===== src/rtl/cdr_pkg.sv =====
// ---------------------------------------------------------------------------
// cdr_pkg
// Shared types and constants for the XAUI receive-lane CDR loop filter.
//   PI_BITS  : width of the phase-interpolator code (quadrant + fine step)
//   STEP_ACQ : code step applied per decision while acquiring
//   STEP_TRK : code step applied per decision while tracking
//   cdr_state_e : loop filter states
//   cdr_dir_e   : per-window decision
//   pi_step()   : modulo-2^PI_BITS code update
// ---------------------------------------------------------------------------
package cdr_pkg;

  localparam int PI_BITS = 6;

  localparam logic [PI_BITS-1:0] STEP_ACQ = 6'd2;
  localparam logic [PI_BITS-1:0] STEP_TRK = 6'd1;

  typedef enum logic [1:0] {
    ACQ   = 2'd0,
    TRACK = 2'd1,
    HOLD  = 2'd2
  } cdr_state_e;

  typedef enum logic [1:0] {
    HOLD_D = 2'd0,
    UP     = 2'd1,
    DN     = 2'd2
  } cdr_dir_e;

  // Quadrant wrap is legal, so the code simply rolls over in both directions.
  function automatic logic [PI_BITS-1:0] pi_step(
    input logic [PI_BITS-1:0] code,
    input cdr_dir_e           dir,
    input logic [PI_BITS-1:0] step
  );
    logic [PI_BITS-1:0] res;
    case (dir)
      UP:      res = code + step;
      DN:      res = code - step;
      default: res = code;
    endcase
    return res;
  endfunction

endpackage


===== src/rtl/cdr_phase_ctrl_if.sv =====
// ---------------------------------------------------------------------------
// cdr_phase_ctrl_if
// Bundles the phase-detector votes, freeze control and PI code outputs.
//   pd_valid, early, late : bang-bang phase-detector vote for this cycle
//   freeze                : hold vs/lock and discard votes while high
//   vs[5:0]               : PI code (vs[5:4] quadrant, vs[3:0] fine step)
//   lock                  : loop locked
//   ovr_en, ovr_code      : code override (present only with CDR_OVERRIDE_EN)
// Modports: master = vote source / consumer of vs, slave = cdr_phase_ctrl.
// ---------------------------------------------------------------------------
interface cdr_phase_ctrl_if;
  import cdr_pkg::*;

  logic               pd_valid;
  logic               early;
  logic               late;
  logic               freeze;
  logic [PI_BITS-1:0] vs;
  logic               lock;
`ifdef CDR_OVERRIDE_EN
  logic               ovr_en;
  logic [PI_BITS-1:0] ovr_code;
`endif

  modport master (
`ifdef CDR_OVERRIDE_EN
    output ovr_en,
    output ovr_code,
`endif
    output pd_valid,
    output early,
    output late,
    output freeze,
    input  vs,
    input  lock
  );

  modport slave (
`ifdef CDR_OVERRIDE_EN
    input  ovr_en,
    input  ovr_code,
`endif
    input  pd_valid,
    input  early,
    input  late,
    input  freeze,
    output vs,
    output lock
  );

endinterface


===== src/rtl/cdr_vote_window.sv =====
// ---------------------------------------------------------------------------
// cdr_vote_window
// Accumulates bang-bang votes over VOTE_LEN valid samples and reports the
// window decision.
//   clk, rst_n : lane clock, async active-low reset
//   i_valid    : vote present this cycle
//   i_early    : +1 vote (when not also late)
//   i_late     : -1 vote (when not also early)
//   i_clear    : discard the current window (dominates everything)
//   o_close    : high for the one cycle in which the window is full
//   o_dir      : decision of the full window (valid with o_close)
// The window is held full for one cycle so the consumer can act on the next
// edge; a sample arriving in that cycle opens the next window, so
// back-to-back votes are never lost.
// ---------------------------------------------------------------------------
module cdr_vote_window
  import cdr_pkg::*;
#(
  parameter int VOTE_LEN = 8,
  parameter int THRESH   = 3
) (
  input  logic     clk,
  input  logic     rst_n,
  input  logic     i_valid,
  input  logic     i_early,
  input  logic     i_late,
  input  logic     i_clear,
  output logic     o_close,
  output cdr_dir_e o_dir
);

  localparam int CW = $clog2(VOTE_LEN) + 1;
  localparam int SW = $clog2(VOTE_LEN) + 2;

  localparam logic [CW-1:0]        FULL  = CW'(VOTE_LEN);
  localparam logic signed [SW-1:0] THR_P = SW'(THRESH);
  localparam logic signed [SW-1:0] THR_N = -THR_P;

  logic [CW-1:0]        r_cnt;
  logic signed [SW-1:0] r_sum;
  logic [CW-1:0]        w_cnt_nxt;
  logic signed [SW-1:0] w_sum_nxt;
  logic signed [SW-1:0] w_vote;
  logic                 w_full;

  assign w_full  = (r_cnt == FULL);
  assign o_close = w_full;

  // Vote decode: contradictory or empty votes still occupy a window slot.
  always_comb begin
    w_vote = {SW{1'b0}};
    case ({i_early, i_late})
      2'b10:   w_vote = SW'(1);
      2'b01:   w_vote = {SW{1'b1}};
      default: w_vote = {SW{1'b0}};
    endcase
  end

  // Window decision from the accumulated sum.
  always_comb begin
    o_dir = HOLD_D;
    if (r_sum >= THR_P) begin
      o_dir = UP;
    end else if (r_sum <= THR_N) begin
      o_dir = DN;
    end else begin
      o_dir = HOLD_D;
    end
  end

  // Next sample count / sum.
  always_comb begin
    w_cnt_nxt = r_cnt;
    w_sum_nxt = r_sum;
    if (i_clear) begin
      w_cnt_nxt = {CW{1'b0}};
      w_sum_nxt = {SW{1'b0}};
    end else if (w_full) begin
      if (i_valid) begin
        w_cnt_nxt = CW'(1);
        w_sum_nxt = w_vote;
      end else begin
        w_cnt_nxt = {CW{1'b0}};
        w_sum_nxt = {SW{1'b0}};
      end
    end else if (i_valid) begin
      w_cnt_nxt = r_cnt + CW'(1);
      w_sum_nxt = r_sum + w_vote;
    end else begin
      w_cnt_nxt = r_cnt;
      w_sum_nxt = r_sum;
    end
  end

  // Window state registers.
  always_ff @(posedge clk or negedge rst_n) begin
    if (!rst_n) begin
      r_cnt <= {CW{1'b0}};
      r_sum <= {SW{1'b0}};
    end else begin
      r_cnt <= w_cnt_nxt;
      r_sum <= w_sum_nxt;
    end
  end

endmodule


===== src/rtl/cdr_phase_ctrl.sv =====
// ---------------------------------------------------------------------------
// cdr_phase_ctrl
// Digital CDR loop filter driving the 4-quadrant phase interpolator code.
//   clk    : lane digital clock
//   rst_n  : asynchronous active-low reset
//   bus    : cdr_phase_ctrl_if.slave (pd_valid, early, late, freeze in;
//            vs[5:0], lock out; ovr_en/ovr_code in with CDR_OVERRIDE_EN)
// Optional feature macro: CDR_OVERRIDE_EN (adds the code override inputs).
// ACQ steps by 2 codes until LOCK_CNT quiet windows, TRACK steps by 1 and
// drops lock after UNLOCK_RUN same-direction steps, HOLD freezes the loop.
// ---------------------------------------------------------------------------
module cdr_phase_ctrl
  import cdr_pkg::*;
#(
  parameter int VOTE_LEN   = 8,
  parameter int THRESH     = 3,
  parameter int LOCK_CNT   = 32,
  parameter int UNLOCK_RUN = 4
) (
  input logic             clk,
  input logic             rst_n,
  cdr_phase_ctrl_if.slave bus
);

  localparam int LCW = $clog2(LOCK_CNT + 1);
  localparam int RW  = $clog2(UNLOCK_RUN + 1);

  localparam logic [LCW-1:0] LOCK_LAST = LCW'(LOCK_CNT - 1);
  localparam logic [RW-1:0]  RUN_TRIP  = RW'(UNLOCK_RUN);

  cdr_state_e         r_state,    w_state_nxt;
  cdr_state_e         r_saved,    w_saved_nxt;
  cdr_dir_e           r_last_dir, w_last_dir_nxt;
  logic [PI_BITS-1:0] r_vs,       w_vs_nxt;
  logic               r_lock,     w_lock_nxt;
  logic [LCW-1:0]     r_lock_cnt, w_lock_cnt_nxt;
  logic [RW-1:0]      r_run,      w_run_nxt;
  logic [RW-1:0]      w_run_inc;

  logic               w_close;
  cdr_dir_e           w_dir;
  logic               w_clear;
  logic               w_ovr_en;
  logic [PI_BITS-1:0] w_ovr_code;

`ifdef CDR_OVERRIDE_EN
  assign w_ovr_en   = bus.ovr_en;
  assign w_ovr_code = bus.ovr_code;
`else
  assign w_ovr_en   = 1'b0;
  assign w_ovr_code = {PI_BITS{1'b0}};
`endif

  // Freeze or override throws away whatever the window has collected.
  assign w_clear = bus.freeze | w_ovr_en;

  cdr_vote_window #(
    .VOTE_LEN (VOTE_LEN),
    .THRESH   (THRESH)
  ) u_window (
    .clk     (clk),
    .rst_n   (rst_n),
    .i_valid (bus.pd_valid),
    .i_early (bus.early),
    .i_late  (bus.late),
    .i_clear (w_clear),
    .o_close (w_close),
    .o_dir   (w_dir)
  );

  // Loop FSM next-state, code and counter updates.
  always_comb begin
    w_state_nxt    = r_state;
    w_saved_nxt    = r_saved;
    w_last_dir_nxt = r_last_dir;
    w_vs_nxt       = r_vs;
    w_lock_nxt     = r_lock;
    w_lock_cnt_nxt = r_lock_cnt;
    w_run_nxt      = r_run;
    // A step opposite to the previous one restarts the run at 1.
    w_run_inc      = (w_dir == r_last_dir) ? (r_run + RW'(1)) : RW'(1);

    if (w_ovr_en) begin
      w_state_nxt    = ACQ;
      w_saved_nxt    = ACQ;
      w_last_dir_nxt = HOLD_D;
      w_vs_nxt       = w_ovr_code;
      w_lock_nxt     = 1'b0;
      w_lock_cnt_nxt = {LCW{1'b0}};
      w_run_nxt      = {RW{1'b0}};
    end else if (bus.freeze) begin
      // Remember where to resume only on the way in, not while parked.
      if (r_state != HOLD) begin
        w_saved_nxt = r_state;
        w_state_nxt = HOLD;
      end else begin
        w_saved_nxt = r_saved;
      end
    end else if (r_state == HOLD) begin
      w_state_nxt = r_saved;
    end else if (w_close) begin
      case (r_state)
        ACQ: begin
          if (w_dir == HOLD_D) begin
            if (r_lock_cnt == LOCK_LAST) begin
              w_state_nxt    = TRACK;
              w_lock_nxt     = 1'b1;
              w_lock_cnt_nxt = {LCW{1'b0}};
              w_run_nxt      = {RW{1'b0}};
            end else begin
              w_lock_cnt_nxt = r_lock_cnt + LCW'(1);
            end
          end else begin
            w_vs_nxt       = pi_step(r_vs, w_dir, STEP_ACQ);
            w_lock_cnt_nxt = {LCW{1'b0}};
          end
        end
        TRACK: begin
          if (w_dir == HOLD_D) begin
            w_run_nxt = {RW{1'b0}};
          end else begin
            // The tripping step is still applied at tracking size.
            w_vs_nxt       = pi_step(r_vs, w_dir, STEP_TRK);
            w_last_dir_nxt = w_dir;
            if (w_run_inc == RUN_TRIP) begin
              w_state_nxt    = ACQ;
              w_lock_nxt     = 1'b0;
              w_run_nxt      = {RW{1'b0}};
              w_lock_cnt_nxt = {LCW{1'b0}};
            end else begin
              w_run_nxt = w_run_inc;
            end
          end
        end
        default: begin
          w_state_nxt = r_state;
        end
      endcase
    end else begin
      w_state_nxt = r_state;
    end
  end

  // Loop state, PI code and counters.
  always_ff @(posedge clk or negedge rst_n) begin
    if (!rst_n) begin
      r_state    <= ACQ;
      r_saved    <= ACQ;
      r_last_dir <= HOLD_D;
      r_vs       <= {PI_BITS{1'b0}};
      r_lock     <= 1'b0;
      r_lock_cnt <= {LCW{1'b0}};
      r_run      <= {RW{1'b0}};
    end else begin
      r_state    <= w_state_nxt;
      r_saved    <= w_saved_nxt;
      r_last_dir <= w_last_dir_nxt;
      r_vs       <= w_vs_nxt;
      r_lock     <= w_lock_nxt;
      r_lock_cnt <= w_lock_cnt_nxt;
      r_run      <= w_run_nxt;
    end
  end

  assign bus.vs   = r_vs;
  assign bus.lock = r_lock;

endmodule

===== src/flat_wrapper.sv =====
// flat-port wrapper written by rule: the top's interface ports become plain ports
module cdr_phase_ctrl_flat import cdr_pkg::*;
#(
  parameter int VOTE_LEN   = 8,
  parameter int THRESH     = 3,
  parameter int LOCK_CNT   = 32,
  parameter int UNLOCK_RUN = 4
)
  (clk, rst_n, bus_pd_valid, bus_early, bus_late, bus_freeze, bus_vs, bus_lock);
  cdr_phase_ctrl_if bus_i ();
  input logic clk;
  input logic rst_n;
  input wire logic [$bits(bus_i.pd_valid)-1:0] bus_pd_valid;
  input wire logic [$bits(bus_i.early)-1:0] bus_early;
  input wire logic [$bits(bus_i.late)-1:0] bus_late;
  input wire logic [$bits(bus_i.freeze)-1:0] bus_freeze;
  output wire logic [$bits(bus_i.vs)-1:0] bus_vs;
  output wire logic [$bits(bus_i.lock)-1:0] bus_lock;
  assign bus_i.pd_valid = bus_pd_valid;
  assign bus_i.early = bus_early;
  assign bus_i.late = bus_late;
  assign bus_i.freeze = bus_freeze;
  assign bus_vs = bus_i.vs;
  assign bus_lock = bus_i.lock;
  cdr_phase_ctrl #(.VOTE_LEN(VOTE_LEN), .THRESH(THRESH), .LOCK_CNT(LOCK_CNT), .UNLOCK_RUN(UNLOCK_RUN)) u_core (.clk(clk), .rst_n(rst_n), .bus(bus_i));
endmodule

===== config.mk =====
export PLATFORM = sky130hd
export DESIGN_NAME = cdr_phase_ctrl_flat
export DESIGN_NICKNAME = d
export VERILOG_FILES = /design/src/rtl/cdr_pkg.sv /design/src/rtl/cdr_phase_ctrl_if.sv /design/src/rtl/cdr_vote_window.sv /design/src/rtl/cdr_phase_ctrl.sv /design/src/flat_wrapper.sv
export SDC_FILE = /design/constraint.sdc
export NUM_CORES = 1
export LEC_CHECK = 0
export CORE_UTILIZATION = 35
export DETAILED_ROUTE_END_ITERATION = 10
export PLACE_DENSITY = 0.54
export SLEW_MARGIN = 40
export SYNTH_ARGS = -nofsm -noshare
export SYNTH_HDL_FRONTEND = slang
export SYNTH_SLANG_ARGS = --single-unit

===== constraint.sdc =====
create_clock -name clk -period 2.79 [get_ports clk]
set_input_delay 0.279 -clock clk [delete_from_list [all_inputs] [get_ports clk]]
set_output_delay 0.279 -clock clk [all_outputs]
set_load 0.02 [all_outputs]

-- Word level (Yosys, flattened, before mapping)
Index checks and enable logic that the tools add are counted.
- output and inout port bits: 7
- flip-flop bits (word level): 31
- reductions and logical operators: 13
- mux-type cells: 41
- $lt $le $gt $ge: 2
- add/sub/neg operators: 8
- bitwise operators: 3
- equal/unequal tests: 23
- operators with widths (cell ; count):
    $pmux 6 s2 ; 4
    $mux 6 ; 6
    $mux 2 ; 10
    $mux 5 ; 4
    $reduce_and 8->1 ; 2
    $mux 3 ; 5
    $add 6x1->6 const B ; 2
    $mux 4 ; 3
    $ne 4x2->1 const B ; 3
    $reduce_and 6->1 ; 2
    $pmux 5 s2 ; 1
    $ne 2x1->1 const B ; 4
    $reduce_and 7->1 ; 1
    $add 6x2->6 const B ; 1
    $eq 2x1->1 const B ; 3
    $eq 2x2->1 const B ; 3
    $eq 6x5->1 const B ; 1
    $ne 2x2->1 const B ; 3
    $pmux 3 s2 ; 1
    $reduce_bool 3->1 ; 2
    $sub 6x1->6 const B ; 1
    $sub 6x2->6 const B ; 1
    $add 5x5->5 ; 1
    $ge 5x3->1 const B ; 1
    18 further kinds ; 25

-- Logic depth before layout (Yosys ltp)
- depth after elaboration: 12
- mapped depth: 10
- depth with buffers taken out: 10

-- Modules after synthesis
A second synthesis with hierarchy kept.
- cells, all modules: 240
- area total of the unflattened synthesis: 2180.8 µm²
- by module, submodules not included (module ; cells each ; times used ; area each (µm²)):
    cdr_phase_ctrl ; 158 ; 1 ; 1472.7
    cdr_vote_window ; 82 ; 1 ; 708.2

-- Least setup slack after synthesis
Ideal clock, no wire load.
- kind: reg2reg
- start point: register u_core.u_window.r_sum[1]
- end point: register u_core.r_vs[5] (netlist: u_core.bus.vs[5])
- path slack: 752 ps
- stages on the path, launching flop included: 10
- data required time: 2660 ps
- library setup time: 130 ps
- arrival: 1908 ps
- path through: dfrtp_1 > nand3_1 > nand2_1 > inv_1 > ha_1 > a21o_1 > a211oi_2 > o31ai_2 > mux2i_1 > xor2_1
- word-level cells in the longest chain between the ends: 7
- elaborated cells on any way between the ends: 17
- ends and longest elaborated chain (what ; line ; RTL):
    start, declared ; cdr_vote_window.sv:40 ; logic signed [SW-1:0] r_sum;
    start signal, assigned ; cdr_vote_window.sv:99 ; r_sum <= {SW{1'b0}};
    start signal, assigned ; cdr_vote_window.sv:102 ; r_sum <= w_sum_nxt;
    $le 5x3->1 ; cdr_vote_window.sv:64 ; end else if (r_sum <= THR_N) begin
    $mux 2 ; cdr_vote_window.sv:64 ;
    $mux 2 (*) ; cdr_vote_window.sv:62 ; if (r_sum >= THR_P) begin
    named net u_core.u_window.o_dir[1] ; cdr_vote_window.sv:29 ; output cdr_dir_e o_dir
    $eq 2x2->1 / $eq 2x1->1 (equally long branches) ; cdr_pkg.sv:37 ; case (dir)
    $pmux 6 s2 ; cdr_pkg.sv:37 ;
    $mux 6 (on tied branches) ; cdr_phase_ctrl.sv:119, cdr_phase_ctrl.sv:104 ;
    $pmux 6 s2 ; cdr_phase_ctrl.sv:102 ; case (r_state)
    end signal, assigned ; cdr_phase_ctrl.sv:150 ; r_vs <= {PI_BITS{1'b0}};
    end signal, assigned ; cdr_phase_ctrl.sv:158 ; r_vs <= w_vs_nxt;
    end, declared ; cdr_phase_ctrl.sv:34 ; logic [PI_BITS-1:0] r_vs, w_vs_nxt;
The timed path passes the listed nets; every way through them passes the cells marked *. The select of a mux whose other input is x is not followed.
A chain may end at the register's enable or synchronous reset.

-- Final worst setup path
Same ends and word-level chain as after synthesis.

==> impl_metrics.yaml <==
run:
  max_cap_viol_count: 0
pwr:
  switchingPower_mw: 0.338
  p_leak_nw: 1.09
  swShare: 0.302
  p_clk_frac: 0.322
  seqPwrFrac: 0.480
  powerDensity_nw_per_um2: 469
  comb_power_share: 0.198
  vdd_drop_max_v: 0.000253
  power.internal_mw: 0.782
drt:
  final_antenna_net_count: 0
  via_per_inst: 5.12
  wire_per_inst_um: 13.4
  drc: 0
  drt_iter0_markers: 53
  vias: 1551
  routed_wirelength_um: 4060
  drtPass1Iterations: 4
cts:
  clk_path_buf_depth: 2
  cts_resized: 0
  numCtsBuffers: 5
  holdBufCountCts: 0
  cts_root_buffer: "clkbuf_8"
  clkLatencyLatePin_ps: 280
  clk_pin_slew_ps: 70
  htree_num_levels: 2
  cts.sinks: 31
  postCtsSetupBuffers: 0
  cts_tree: "yes"
place:
  io_buffer_count: 12
  dp_hpwl_um: 2870
  gp_congestion: 0.788
  place_inst: 296
layout:
  nNetsFinal: 250
  instances_no_fill: 303
  drive_gt1_frac: 0.136
  n_antenna_cell: 0
  area_delta_synth_final_pct: 12.0
  fill_cells: 615
  utilization: 0.406
global_routing:
  grt_util_all_layers: 0.147
  grt_max_degree: 32
  gr-total-overflow: 0
  antenna_found_initial: 0
  grt_pass1_wl_um: 7150
  first_global_vias: 1550
setup_path:
  critPathArrivalTime_ps: 2520
  critPathMaxFanout: 7
  crit_path_end_kind: "register"
  cp-start-kind: "register"
  cp.required_ps: 2990
  path_cells: "nand3_1 > nand2_1 > inv_1 > ha_1 > a21o_1 > a211oi_2 > o31ai_2 > mux2i_1 > xor2_1"
  slowest_stage: "dfrtp_1"
  slowest_delay_ps: 490
  path_class: "reg -> reg"
floorplan:
  chipWidth_um: 80.1
  die_h_um: 80.1
  ios: 13
  core_area_um2: 5890
  num_rows: 28
  dieArea_um2: 6420
  initial_utilization: 0.363
yosys:
  netlist.area_leader.share: 0.363
  synth_async_sr_flop_share: 1.00
  ys_ff_latch: 31
  avgSynthCellArea_um2: 9.88
  ys_seq_area_frac: 0.363
  synth_cell_types: 54
  syn_nets: 238
  synthCells: 216
  yosysMostFrequentCell: "dfrtp_1"
  synth_edf_count: 0
  yosysTopAreaCell: "dfrtp_1"
  synthTopCellsByCount: "31 x dfrtp_1, 20 x nand2_1, 17 x nor2_1"
  synth_warnings: 0
  synthTopCellsByArea: "dfrtp_1 36%, ha_1 7.6%, xnor2_1 3.7%"
  synth-main-ff-cell: "dfrtp_1"
  synth_area_um2: 2130
timing:
  slew_headroom: 0.617
  period_share: 0.828
  skew_ps: 5.91
  finalSetupViolCount: 0
  rsz0062_at_grt: "no"
  finalCriticalPeriod_ps: 2310
  fin_setup_tns_ps: 0
  drv_slew: 0
  hold_viol: 0
  fmax_mhz: 433
  tightest_slew_ps: 559
min_path:
  hold_class: "in -> async"
run_status:
  outcome: "finished clean"
## cell families after synthesis
| family | count (synthesis) | synth area share |
|---|---|---|
| AND/OR/NAND/NOR | 77 | 0.209 |
| AO/OA/AOI/OAI | 51 | 0.174 |
| flip-flops | 31 | 0.363 |
| buffers and inverters | 19 | 0.0475 |
| adder cells (fa/ha/maj) | 16 | 0.104 |
| XOR/XNOR | 12 | 0.0492 |
| multiplexers | 10 | 0.0522 |
## sequential cells by signal, summed over array words and instances, names as in the netlist
| name | cells |
|---|---|
| u_core.bus.lock | 1 |
| u_core.r_saved | 2 |
| u_core.r_last_dir | 2 |
| u_core.bus.vs | 6 |
| u_core.r_lock_cnt | 6 |
| u_core.r_run | 3 |
| u_core.u_window.r_sum | 5 |
| u_core.r_state | 2 |
| u_core.u_window.r_cnt | 4 |
## power groups by stage
stage	combinational [mW]	clock [mW]	sequential, mW
5_1_grt	0.257	0.388	0.544
4_1_cts	0.225	0.376	0.538
3_3_place_gp	0.224	0	0.546
3_5_place_dp	0.224	0	0.547
6_report	0.222	0.361	0.538
2_1_floorplan	0.213	0	0.515
## cells in the final DEF (no fill, tap or decap), drive strengths merged, types with 2 or more instances in the layout
cell	n
a21o	4
ha	13
a21oi	10
nor3	5
nor2	17
buf	3
clkbuf	6
nand2b	4
fa	3
and3	5
nand3	6
o21ai	18
clkdlybuf4s50	12
xnor2	9
nor4	3
a31oi	5
dfrtp	31
mux2	3
mux2i	7
o31ai	3
nand3b	4
a211oi	2
nand2	21
and3b	2
xor2	3
a22o	3
inv	9
nor2b	3
## layer usage
metal	global-route usage	share of wire
met2	0.250	0.47
met3	0.0341	0.025
met5	0	0
met4	0.0589	0.013
met1	0.178	0.49
## cell type report
class	count	area [um2]	area share
inverters	9	33.8	0.0141
multi-input cells	166	1260	0.526
repair buffers	15	143	0.0597
clock inverters	1	5.00	0.00209
well taps	75	93.8	0.0392
clock buffers	6	82.6	0.0345
flip-flops and latches	31	776	0.324
## path summary, 6_finish.rpt
| check | from | endpoint | slack (ps) | cells past startpoint |
|---|---|---|---|---|
| min in group clk | u_core.bus.vs[5] | u_core.bus.vs[5] | 460 | 1 |
| setup reg to reg | u_core.u_window.r_sum[1] | u_core.bus.vs[5] | 480 | 9 |
| setup / recovery | u_core.u_window.r_sum[1] | u_core.bus.vs[5] | 480 | 9 |
| hold / removal | rst_n | u_core.r_lock_cnt[2] | 410 | 2 |
| max in group asynchronous | rst_n | u_core.u_window.r_cnt[2] | 2080 | 2 |
| hold reg to reg | u_core.bus.vs[5] | u_core.bus.vs[5] | 460 | 1 |
## worst max-delay path: cells and delay by family, from the launching register on
| kind | cells | cell delay (ps) |
|---|---|---|
| and+or+nand+nor | 2 | 330 |
| adders and majority gates | 1 | 300 |
| muxes | 1 | 200 |
| buffers and inverters | 1 | 150 |
| xor gates and xnor gates | 1 | 160 |
| DFF | 1 | 490 |
| AOI/OAI and AO/OA | 3 | 610 |
## metrics by stage
| stage | hold slack [ps] | setup WS (ps) | area, um2 | total power [mW] |
|---|---|---|---|---|
| 2_1_floorplan | -16.6 | 752 | 2130 | 0.727 |
| 3_3_place_gp | 462 | 253 | 2300 | 0.770 |
| 3_5_place_dp | 462 | 203 | 2300 | 0.771 |
| 4_1_cts | 418 | 421 | 2390 | 1.14 |
| 5_1_grt | 455 | 332 | 2390 | 1.19 |
| 6_report | 409 | 479 | 2390 | 1.12 |
No activity file was read; power rests on OpenSTA's default activity.
